`src/rtl/vctr_fifo_sched.sv`:
```
// vctr_fifo_sched: round-robin job scheduler in front of one shared
// vctr_fifo_full vector engine. A granted requester streams two BANDS-word
// vectors into the engine. The result vector is then drained back to the
// granted requester one word at a time.
//
// Optional feature macro: VCTR_SCHED_FIXED_PRIO_EN. When it is defined, ARB
// always picks the lowest requesting index and there is no round-robin
// pointer. When it is undefined (the default), ARB uses round-robin.
//
// Handshake semantics (all valid/ready pairs on this block): a word moves on
// a rising clk edge exactly when valid and ready are both 1 in the cycle
// before that edge. Valid may not depend on ready, and ready may depend on
// valid. Once the block asserts res_valid, res_valid and res_data/res_last/
// res_id hold until they are accepted.
module vctr_fifo_sched #(
  parameter int DATA_WIDTH      = 16,
  parameter int HSP_BANDS_WIDTH = 3,
  parameter int NUM_REQ         = 2
) (
  input  logic                          clk,
  input  logic                          rst_n,
  input  logic [NUM_REQ-1:0]            req,
  output logic [NUM_REQ-1:0]            gnt,
  input  logic [NUM_REQ-1:0]            in_valid,
  input  logic [NUM_REQ*DATA_WIDTH-1:0] in_data,
  output logic [NUM_REQ-1:0]            in_ready,
  output logic                          res_valid,
  output logic [DATA_WIDTH-1:0]         res_data,
  output logic                          res_last,
  output logic [$clog2(NUM_REQ)-1:0]    res_id,
  input  logic                          res_ready,
  output logic                          eng_start,
  output logic                          eng_data_in_en,
  output logic [DATA_WIDTH-1:0]         eng_data_in,
  output logic                          eng_data_out_en,
  input  logic [DATA_WIDTH-1:0]         eng_data_out,
  input  logic                          eng_idle,
  input  logic                          eng_ready,
  input  logic                          eng_done,
  output logic                          busy,
  output logic [2:0]                    dbg_state
);

  localparam int IDW   = $clog2(NUM_REQ);
  localparam int BANDS = 2 ** HSP_BANDS_WIDTH;
  localparam int CW    = HSP_BANDS_WIDTH + 1;

  localparam logic [CW:0]   LOAD_WORDS = (CW + 1)'(2 * BANDS);
  localparam logic [CW-1:0] LOAD_LAST  = CW'(2 * BANDS - 1);
  localparam logic [CW-1:0] DRAIN_END  = CW'(BANDS);

  localparam logic [2:0] S_IDLE    = 3'd0;
  localparam logic [2:0] S_ARB     = 3'd1;
  localparam logic [2:0] S_START   = 3'd2;
  localparam logic [2:0] S_LOAD    = 3'd3;
  localparam logic [2:0] S_WAIT    = 3'd4;
  localparam logic [2:0] S_DRAIN   = 3'd5;
  localparam logic [2:0] S_RELEASE = 3'd6;

  logic [2:0]            state;
  logic [CW-1:0]         load_cnt;
  // Counts engine reads issued. When a word is captured, this count already
  // includes that word, so the last word is captured when it equals BANDS.
  logic [CW-1:0]         drain_cnt;
  logic                  rd_pend;
`ifdef VCTR_SCHED_FIXED_PRIO_EN
`else
  logic [IDW-1:0]        rr_ptr;
`endif

  int                    arb_base;
  logic                  arb_hit;
  logic [IDW-1:0]        arb_idx;
  logic [IDW-1:0]        arb_try;
  logic [NUM_REQ-1:0]    arb_onehot;
  logic                  load_ok;
  logic                  in_acc;
  logic                  res_acc;
  logic                  rd_issue;
  logic [DATA_WIDTH-1:0] g_data;

  // Find the first requester at or after the base index, wrapping around.
  always_comb begin
`ifdef VCTR_SCHED_FIXED_PRIO_EN
    arb_base = 0;
`else
    arb_base = int'(rr_ptr);
`endif
    arb_hit    = 1'b0;
    arb_idx    = '0;
    arb_try    = '0;
    arb_onehot = '0;
    for (int k = NUM_REQ - 1; k >= 0; k--) begin
      arb_try = IDW'((arb_base + k) % NUM_REQ);
      if (req[arb_try]) begin
        arb_hit = 1'b1;
        arb_idx = arb_try;
      end
    end
    arb_onehot[arb_idx] = arb_hit;
  end

  // Decode the datapath strobes from the state and the granted index.
  always_comb begin
    g_data          = in_data[int'(res_id) * DATA_WIDTH +: DATA_WIDTH];
    load_ok         = (state == S_LOAD) && eng_ready && ({1'b0, load_cnt} < LOAD_WORDS);
    in_ready        = '0;
    in_ready[res_id] = load_ok;
    in_acc          = load_ok && in_valid[res_id];
    eng_data_in_en  = in_acc;
    eng_data_in     = (state == S_LOAD) ? g_data : '0;
    res_acc         = res_valid && res_ready;
    rd_issue        = (state == S_DRAIN) && !rd_pend && (!res_valid || res_ready) &&
                      (drain_cnt < DRAIN_END);
    eng_data_out_en = rd_issue;
    eng_start       = (state == S_START);
    busy            = (state != S_IDLE);
    dbg_state       = state;
  end

  // Job FSM, counters, grant and result register.
  always_ff @(posedge clk or negedge rst_n) begin
    if (!rst_n) begin
      state     <= S_IDLE;
      load_cnt  <= '0;
      drain_cnt <= '0;
      rd_pend   <= 1'b0;
      gnt       <= '0;
      res_id    <= '0;
      res_valid <= 1'b0;
      res_data  <= '0;
      res_last  <= 1'b0;
`ifdef VCTR_SCHED_FIXED_PRIO_EN
`else
      rr_ptr    <= '0;
`endif
    end else begin
      case (state)
        S_IDLE: begin
          if (|req && eng_idle) state <= S_ARB;
        end
        S_ARB: begin
          load_cnt  <= '0;
          drain_cnt <= '0;
          rd_pend   <= 1'b0;
          if (arb_hit) begin
            gnt    <= arb_onehot;
            res_id <= arb_idx;
            state  <= S_START;
          end else begin
            state <= S_IDLE;
          end
        end
        S_START: begin
          if (eng_ready) state <= S_LOAD;
        end
        S_LOAD: begin
          if (in_acc) begin
            load_cnt <= load_cnt + 1'b1;
            if (load_cnt == LOAD_LAST) state <= S_WAIT;
          end
        end
        S_WAIT: begin
          if (eng_done) state <= S_DRAIN;
        end
        S_DRAIN: begin
          if (rd_issue) begin
            drain_cnt <= drain_cnt + 1'b1;
            rd_pend   <= 1'b1;
          end
          // Engine output is valid one cycle after the read strobe.
          if (rd_pend) begin
            rd_pend   <= 1'b0;
            res_valid <= 1'b1;
            res_data  <= eng_data_out;
            res_last  <= (drain_cnt == DRAIN_END);
          end else if (res_acc) begin
            res_valid <= 1'b0;
          end
          if (res_acc && res_last) begin
            gnt   <= '0;
            state <= S_RELEASE;
`ifdef VCTR_SCHED_FIXED_PRIO_EN
`else
            rr_ptr <= (res_id == IDW'(NUM_REQ - 1)) ? '0 : res_id + 1'b1;
`endif
          end
        end
        S_RELEASE: begin
          if (eng_idle) state <= S_IDLE;
        end
        default: state <= S_IDLE;
      endcase
    end
  end

endmodule

```
`config.mk`:
```
export PLATFORM = sky130hd
export DESIGN_NAME = vctr_fifo_sched
export DESIGN_NICKNAME = d
export VERILOG_FILES = /design/src/rtl/vctr_fifo_sched.sv
export SDC_FILE = /design/constraint.sdc
export NUM_CORES = 1
export LEC_CHECK = 0
export ABC_AREA = 1
export CAP_MARGIN = 20
export CORE_MARGIN = 4
export CORE_UTILIZATION = 38
export CTS_BUF_LIST = sky130_fd_sc_hd__clkbuf_4 sky130_fd_sc_hd__clkbuf_8
export DETAILED_ROUTE_END_ITERATION = 10
export GPL_TIMING_DRIVEN = 1
export PLACE_DENSITY = 0.84
export SLEW_MARGIN = 10
export SYNTH_ARGS = -nofsm -noshare
export SYNTH_HDL_FRONTEND = slang
export SYNTH_SLANG_ARGS = --single-unit
```
`constraint.sdc`:
```
create_clock -name clk -period 1.62 [get_ports clk]
set_input_delay 0.324 -clock clk [delete_from_list [all_inputs] [get_ports clk]]
set_output_delay 0.324 -clock clk [all_outputs]
set_load 0.005 [all_outputs]
```
# Word-level counts from Yosys, hierarchy flattened
# Cells that the tools add are included.
# word_totals
ff_bits	34
input_bits	58
# op_classes
n_addsub	4
magnitude_cmp	7
eq_ne	17
n_shift	1
muxes	37
n_bitwise	2
reduce_logical	27
# op_table
operator	n
$shiftx A32 B6 Y16	1
$mux W3	7
$pmux W3 S7	1
$mux W1	17
$mux W16	1
$pmux W4 S2	2
$ne A2 B2 Y1 const B	6
$reduce_and A2 Y1	6
$logic_and A1 B1 Y1	10
$eq A3 B3 Y1 const B	3
$add A4 B1 Y4 const B	2
$eq A4 B4 Y1 const B	2
$lt A1 B2 Y1 const B	4
$mux W4	2
$reduce_and A7 Y1	1
$eq A3 B2 Y1 const B	2
$mux W2	3
$ne A2 B1 Y1 const B	3
$reduce_bool A2 Y1	3
$and A2 B2 Y2	2
$lt A4 B4 Y1 const B	1
$pmux W2 S2	1
$eq A3 B1 Y1 const B	1
$logic_not A3 Y1	1
other kinds (9)	13

# Longest topological paths before layout
# Gate-level depths: netlist of the first run.
# depth
depth_word	12
ltp_mapped	9

# Least setup slack after synthesis of the first run
# No wires, ideal clock.
# synth_timing
kind	register to output
start	reg state[2] (netlist: dbg_state[2])
end	out eng_data_in[10]
arrival_ns	1.093
required_time_ns	1.296
slack_ns	0.203
path_stages_with_launch	7
n_path_buf	3
cell_sequence	dfrtp_1 > buf_4 > nor2_2 > buf_4 > buf_2 > nand2_1 > inv_1
# synth_via
elab_chain_cells	2
# synth_rtl
item	line_no	rtl
start: declaration	60	logic [2:0] state;
start signal: assignment	124	state <= S_IDLE;
start signal: assignment	140	if (|req && eng_idle) state <= S_ARB;
start signal: assignment	149	state <= S_START;
$eq A3 B2 Y1	111	eng_data_in = (state == S_LOAD) ? g_data : '0;
$mux W16	111	
end: declaration	34	output logic [DATA_WIDTH-1:0] eng_data_in,
# Every way passes these cells.

# Worst setup path in the final report of the first run
# layout_timing
start	reg state[2] (netlist: dbg_state[2])
end	out eng_data_in[6]
# Same word-level chain as after synthesis.

==> reports/metrics.cfg, run 1 <==
[outcome]
status = finished with violations
violations = setup timing

[routing]
dr.first_iter.drc_count = 57
first_pass_iters = 4
drcViolationCount = 0
post_drt_wl_per_cell_um = 13.9
routed_wl_um = 7290
vias_per_cell = 4.63
dr_total_vias = 2424
ant_nets = 0

[timing]
fin_ws_ns = -0.157
hold_slack_ns = 0.406
period_share = 1.10
finalClockSkew_ns = 0.00366
hold_viol_final = 0
fmax_ghz = 0.563
setup_viol = 21
tightest_slew_ns = 0.214
min_period_ns = 1.78
drv_slew = 0
rsz0062_at_grt = true
maxSlewHeadroom = 0.858

[power_and_ir_drop]
p_comb_frac = 0.621
intPower_uw = 3260
power_switching_uw = 2060
seqPwrFrac = 0.254
vdd_drop_max_uv = 744
switching_share = 0.387
power.density_nw_per_um2 = 1400
power_leakage_uw = 0.00204
clkPwrFrac = 0.126

[final_layout]
nets = 514
antenna_cells = 0
drive_gt1_frac = 0.335
fill_cells = 343
area_growth_pct = 89.5
fin_area_um2 = 3810

[yosys]
seq_area_frac_synth = 0.423
netlist_top_cells_area = dfrtp_1 42%, nand2_1 29%, inv_1 5.8%
synth_area_um2 = 2010
yosys_warnings = 0
yosys.area.top_type_share = 0.423
syn_area_per_cell_um2 = 6.85
synth_top_area_cell = dfrtp_1
synth_cells = 294
ys_types = 26
ys_ff_latch = 34
synth.net_count = 355

[clock_network]
worstSkewPairLatency_ns = 0.28
cts_tree = yes
cts.clk_slew.worst_paths_ns = 0.07
htreeDepth = 2
clock_path_buffers = 2
clock_sinks = 34
cts_made_buffers = 5
clock-root-buffer = clkbuf_8
cts_hold_buf = 0

[floorplan]
die_w_um = 80.8
core.rowCount = 26
die_h_um = 80.8
initial_utilization = 0.394
core_um2 = 5110
num_io_pins = 104
die_area_um2 = 6530

[place]
post-dp-hpwl_um = 4780
gp_congestion = 0.782
placed_area_um2 = 3340
port_buffers = 103

[critical_path]
cp_max_fo = 5
criticalPathCategory = reg -> out
crit_start = dbg_state[2]$_DFFE_PN0P_
reg2reg_from = dbg_state[2]$_DFFE_PN0P_
cp_data_arrival_time_ns = 1.45
r2r_cells = 7
critPathCaptureType = output pin
r2r_setup_slack_ns = 0.05
cp-start-kind = flop
crit_end = eng_data_in[6]
rr_endpoint = gnt[1]$_DFFE_PN0P_
cp.required_ns = 1.30

[global_route]
grt_pass1_wl_um = 11100
grt_overflow_total = 0
grt_pass1_vias = 2498
grtUsageTotal = 0.219
grt_max_degree = 35
antenna_found_initial = 0

[worst_hold_path]
hp-class = in -> async

[flow_run]
cap_violations = 0

-- cells in the final DEF (no fill, tap or decap), types with 3 or more instances in the layout --
cell type,synthesis,routed
inv_1,31,16
nor2_4,0,6
nand2_1,154,129
clkdlybuf4s50_1,0,75
clkbuf_8,0,6
nand3_1,12,12
nand2_2,2,24
nor2_1,13,7
o21ai_1,3,3
dlygate4sd2_1,0,4
inv_4,2,3
nand2_4,0,3
inv_2,4,17
buf_2,3,9
dfrtp_1,34,33
ha_1,3,3
a21oi_1,4,4
buf_6,1,29
buf_12,0,3
o21ai_0,6,6
xor2_1,3,3
buf_4,3,35
nor2_2,3,3
-- sequential cells by signal (all words and copies together), names as in the netlist --
| register | cells |
|---|---|
| dbg_state | 3 |
| drain_cnt | 4 |
| gnt | 2 |
| load_cnt | 4 |
| rd_pend | 1 |
| res_data | 16 |
| res_id | 1 |
| res_last | 1 |
| res_valid | 1 |
| rr_ptr | 1 |
-- synthesized netlist by cell type --
library cell	count
o21ai_0	6
nand3_1	12
nand3b_1	2
ha_1	3
nand2_2	2
a21oi_1	4
buf_6	1
nor2_1	13
clkbuf_1	1
nor2_8	2
a21oi_2	1
nand4_1	2
buf_4	3
nor2_2	3
inv_4	2
dfrtp_1	34
inv_2	4
xor2_1	3
buf_2	3
or2_2	2
a211o_1	1
o21ai_1	3
a21oi_4	1
nand2_1	154
inv_1	31
nor3_1	1
-- worst min path at each step --
stage / end / slack (ns) / from
after floorplan: dbg_state[0]$_DFFE_PN0P_ / 0.03 / rst_n
after global placement: res_data[13]$_DFFE_PN0P_ / 0.45 / res_data[13]$_DFFE_PN0P_
after detailed placement: res_data[6]$_DFFE_PN0P_ / 0.46 / res_data[6]$_DFFE_PN0P_
after CTS: drain_cnt[2]$_DFFE_PN0P_ / 0.40 / rst_n
after global routing: drain_cnt[2]$_DFFE_PN0P_ / 0.43 / rst_n
final: drain_cnt[0]$_DFFE_PN0P_ / 0.41 / rst_n
-- through the flow --
stage	cells	TNS (ns)	util	setup WS (ns)	total power (uW)
4_1_cts	522	-2.19	0.709	-0.155	5010
3_3_place_gp	490	-4.03	0.653	-0.367	3860
6_report	524	-1.99	0.747	-0.157	5330
3_5_place_dp	490	-4.55	0.653	-0.425	3940
5_1_grt	524	-3.48	0.747	-0.227	5710
2_1_floorplan	294	0	-	0.203	2470
-- area by class of cell --
cell class,count,area [um2],area share
timing repair inverter,1,7.51,0.00197
inverter,37,154,0.0403
sequential,34,852,0.223
clock buffer,7,90.1,0.0236
multi-input combinational,215,1090,0.287
timing repair buffer,159,1530,0.400
tap,70,87.6,0.0230
clock inverter,1,5.00,0.00131
-- worst max-delay path, stage by stage (launching register included) --
cell	delay, ns
dfrtp_1	0.43
nor2_4	0.22
buf_6	0.14
buf_6	0.10
buf_4	0.10
nand2_1	0.04
inv_1	0.04
buf_2	0.10
-- metal layers --
metal  GRT usage  vias to the layer above  wire length [um]
met5           0                        -                 0
met4      0.0912                        0               168
met3      0.0710                       14               768
met2       0.395                      120              3460
met1       0.235                     1092              2900
li1            -                     1198                 -
-- logic make-up after synthesis --
logic type | synth area share
AO/OA/AOI/OAI | 0.0491
XOR/XNOR | 0.0131
adder cells (fa/ha/maj) | 0.0186
buffers and inverters | 0.0976
flip-flops | 0.423
AND/OR/NAND/NOR | 0.399
-- power by group through the flow --
stage          clock network [uW]  logic (uW)  registers [uW]
2_1_floorplan                   0        1090            1370
3_3_place_gp                    0        2520            1340
3_5_place_dp                    0        2600            1340
4_1_cts                       691        2970            1350
5_1_grt                       721        3600            1390
6_report                      670        3310            1350
-- what timing repair did --
| action | in CTS | in global routing |
|---|---|---|
| gates resized for setup | 125 | 59 |
| buffers inserted | 22 | 2 |
| setup endpoints to repair | 26 | 28 |
| cloned | 2 | 0 |
| pin swaps | 12 | 16 |
No activity file was read; power rests on OpenSTA's default activity.
==> inputs of run 2 (changes only) <==
--- a/config.mk
+++ b/config.mk
@@ -6,7 +6,6 @@
 export NUM_CORES = 1
 export LEC_CHECK = 0
 export ABC_AREA = 1
-export CAP_MARGIN = 20
 export CORE_MARGIN = 4
 export CORE_UTILIZATION = 38
 export CTS_BUF_LIST = sky130_fd_sc_hd__clkbuf_4 sky130_fd_sc_hd__clkbuf_8
==> results of run 2 <==
Final layout, timing and power as in run 1 (identical DEF).
==> inputs of run 3 (changes only) <==
--- a/config.mk
+++ b/config.mk
@@ -7,11 +7,11 @@
 export LEC_CHECK = 0
 export ABC_AREA = 1
 export CORE_MARGIN = 4
-export CORE_UTILIZATION = 38
+export CORE_UTILIZATION = 37
 export CTS_BUF_LIST = sky130_fd_sc_hd__clkbuf_4 sky130_fd_sc_hd__clkbuf_8
 export DETAILED_ROUTE_END_ITERATION = 10
 export GPL_TIMING_DRIVEN = 1
-export PLACE_DENSITY = 0.84
+export PLACE_DENSITY = 0.86
 export SLEW_MARGIN = 10
 export SYNTH_ARGS = -nofsm -noshare
 export SYNTH_HDL_FRONTEND = slang
==> constraint.sdc (replaced) <==
create_clock -name clk -period 1.4 [get_ports clk]
set_input_delay 0.28 -clock clk [delete_from_list [all_inputs] [get_ports clk]]
set_output_delay 0.28 -clock clk [all_outputs]
set_load 0.005 [all_outputs]
==> run 3 against run 2 <==
  * The flow still finishes with violations (setup timing)
  * Clock power grew 16%
  * Clock skew up 0.0043 ns
  * Setup slack got worse by 0.20 ns
  * Sequential cell count stayed put
  * Critical endpoint is now eng_data_in[12]
==> reports/metrics.cfg, run 3 (same netlist as run 1, synthesis figures left out) <==
[floorplan]
die_area_um2 = 6690  ; +2.4%
core.rowCount = 26  ; unchanged
num_io_pins = 104  ; unchanged
die_w_um = 81.8  ; +1.2%
core_um2 = 5200  ; +1.9%
die_h_um = 81.8  ; +1.2%
initial_utilization = 0.387  ; -0.00739

[routing]
post_drt_wl_per_cell_um = 15.2  ; +9.1%
dr.first_iter.drc_count = 104  ; +82%
first_pass_iters = 4  ; unchanged
routed_wl_um = 8200  ; +12%
ant_nets = 0  ; unchanged
dr_total_vias = 2593  ; +7.0%
vias_per_cell = 4.80  ; +3.8%
drcViolationCount = 0  ; unchanged

[worst_hold_path]
hp-class = in -> async

[final_layout]
antenna_cells = 0  ; unchanged
nets = 530  ; +3.1%
fill_cells = 333  ; -2.9%
register_area_um2 = 851  ; -0.15%
top_regs = res_data (16), drain_cnt (4), load_cnt (4)
drive_gt1_frac = 0.377  ; +0.0418
multiInputGateArea_um2 = 1150  ; +4.8%
largest_reg_flops = 16  ; unchanged
mostFrequentLayoutCells = 117 x nand2_1, 57 x clkdlybuf4s50_1, 43 x buf_6
area_growth_pct = 99.9
fin_area_um2 = 4020  ; +5.5%
regMostFlops = res_data
final_common_cell = nand2_1

[place]
post-dp-hpwl_um = 4620  ; -3.2%
gp_congestion = 0.822  ; +5.2%
placed_area_um2 = 3330  ; -0.23%
port_buffers = 103  ; unchanged

[global_route]
grt_max_degree = 35  ; unchanged
grtUsageTotal = 0.229  ; +0.0103
antenna_found_initial = 0  ; unchanged
grt_pass1_wl_um = 11800  ; +6.5%
grt_overflow_total = 0  ; unchanged
grt_pass1_vias = 2577  ; +3.2%

[critical_path]
cp.required_ns = 1.12  ; -0.18 ns
cp-start-kind = flop
critPathCaptureType = output pin
criticalPathCategory = reg -> out
crit_slowest_cell = dfrtp_1
cpPeakStageDelay_ns = 0.42  ; about the same
cp_cell_sequence = nor2_4 -> buf_6 -> buf_6 -> buf_6 -> nand2_2 -> inv_1 -> buf_2
crit_top_cell = buf_6
cp_max_fo = 4  ; -1
cp_data_arrival_time_ns = 1.48  ; +0.03 ns

[power_and_ir_drop]
vdd_drop_max_uv = 948  ; +27%
power.density_nw_per_um2 = 1570  ; +13%
power_leakage_uw = 0.00214  ; +5.1%

[timing]
fmax_ghz = 0.568
hold_viol_final = 0  ; unchanged
maxSlewHeadroom = 0.855  ; -0.00256
finalClockSkew_ns = 0.00797  ; +0.00431 ns
hold_slack_ns = 0.354  ; -0.0523 ns
rsz0062_at_grt = true
fin_ws_ns = -0.362  ; -0.205 ns
tightest_slew_ns = 0.216  ; +0.00240 ns
period_share = 1.26
drv_slew = 0  ; unchanged
setup_viol = 49  ; +130%
min_period_ns = 1.76

[clock_network]
clock_path_buffers = 2  ; unchanged
cts_hold_buf = 0  ; unchanged
cts_made_buffers = 5  ; unchanged
clock_sinks = 34  ; unchanged
worstSkewPairLatency_ns = 0.29  ; about the same
cts_tree = yes
htreeDepth = 2  ; unchanged
clock-root-buffer = clkbuf_8
cts.clk_slew.worst_paths_ns = 0.08  ; about the same

[outcome]
violations = setup timing
status = finished with violations

[flow_run]
cap_violations = 0  ; unchanged

-- run 3: where the power goes --
part | total, uW | switching, uW | internal (uW)
registers | 1550 | 225 | 1330
logic | 4010 | 1950 | 2060
clock network | 775 | 380 | 395
-- run 3: cell type report --
cell class | instances | share of cell area
flip-flops and latches | 34 | 0.211
inverters | 37 | 0.0401
repair buffers | 174 | 0.414
multi-input cells | 215 | 0.285
repair inverters | 2 | 0.00373
clock inverters | 2 | 0.00311
clock buffers | 6 | 0.0205
well taps | 70 | 0.0218
-- run 3: what timing repair did --
action | 4_1_cts | 5_1_grt
hold endpoints to repair | 0 | 0
resized for setup | 180 | 59
pin swaps | 20 | 27
endpoints found under the setup margin | 56 | 59
gates cloned | 4 | 1
setup buffers | 28 | 11
-- run 3: critical path, delay by kind of cell (launching register included) --
family,cells,cell delay (ns)
flip-flops,1,0.42
buffers and inverters,5,0.53
AND/OR/NAND/NOR,2,0.24
-- run 3: through the flow --
stage / utilization / std cells / setup slack, ns / setup TNS [ns] / total power (uW)
finish: 0.773 / 540 / -0.362 / -8.64 / 6340
floorplan: - / 294 / 0.0266 / 0 / 2850
CTS: 0.715 / 528 / -0.340 / -7.26 / 5820
global route: 0.773 / 540 / -0.421 / -12.95 / 6790
detailed placement: 0.640 / 489 / -0.534 / -8.98 / 4500
global placement: 0.640 / 489 / -0.534 / -8.33 / 4420
-- run 3: final timing paths --
path                                                from                  endpoint  slack, ns  depth (start not counted)
worst min register to register  res_data[12]$_DFFE_PN0P_  res_data[12]$_DFFE_PN0P_       0.47                          2
worst max register to register  dbg_state[0]$_DFFE_PN0P_     res_valid$_DFFE_PN0P_      -0.18                          9
worst max-delay path            dbg_state[2]$_DFFE_PN0P_           eng_data_in[12]      -0.36                          7
worst min-delay path                               rst_n        gnt[1]$_DFFE_PN0P_       0.35                          2
max in group asynchronous                          rst_n   load_cnt[1]$_DFFE_PN0P_       0.87                          2
min in group clk                res_data[12]$_DFFE_PN0P_  res_data[12]$_DFFE_PN0P_       0.47                          2
-- run 3: per-layer routing --
layer	vias to the layer above	GRT usage	part of all wire
met5	-	0	0
li1	1237	-	-
met2	133	0.401	0.47
met3	17	0.0943	0.12
met4	0	0.105	0.020
met1	1206	0.239	0.39
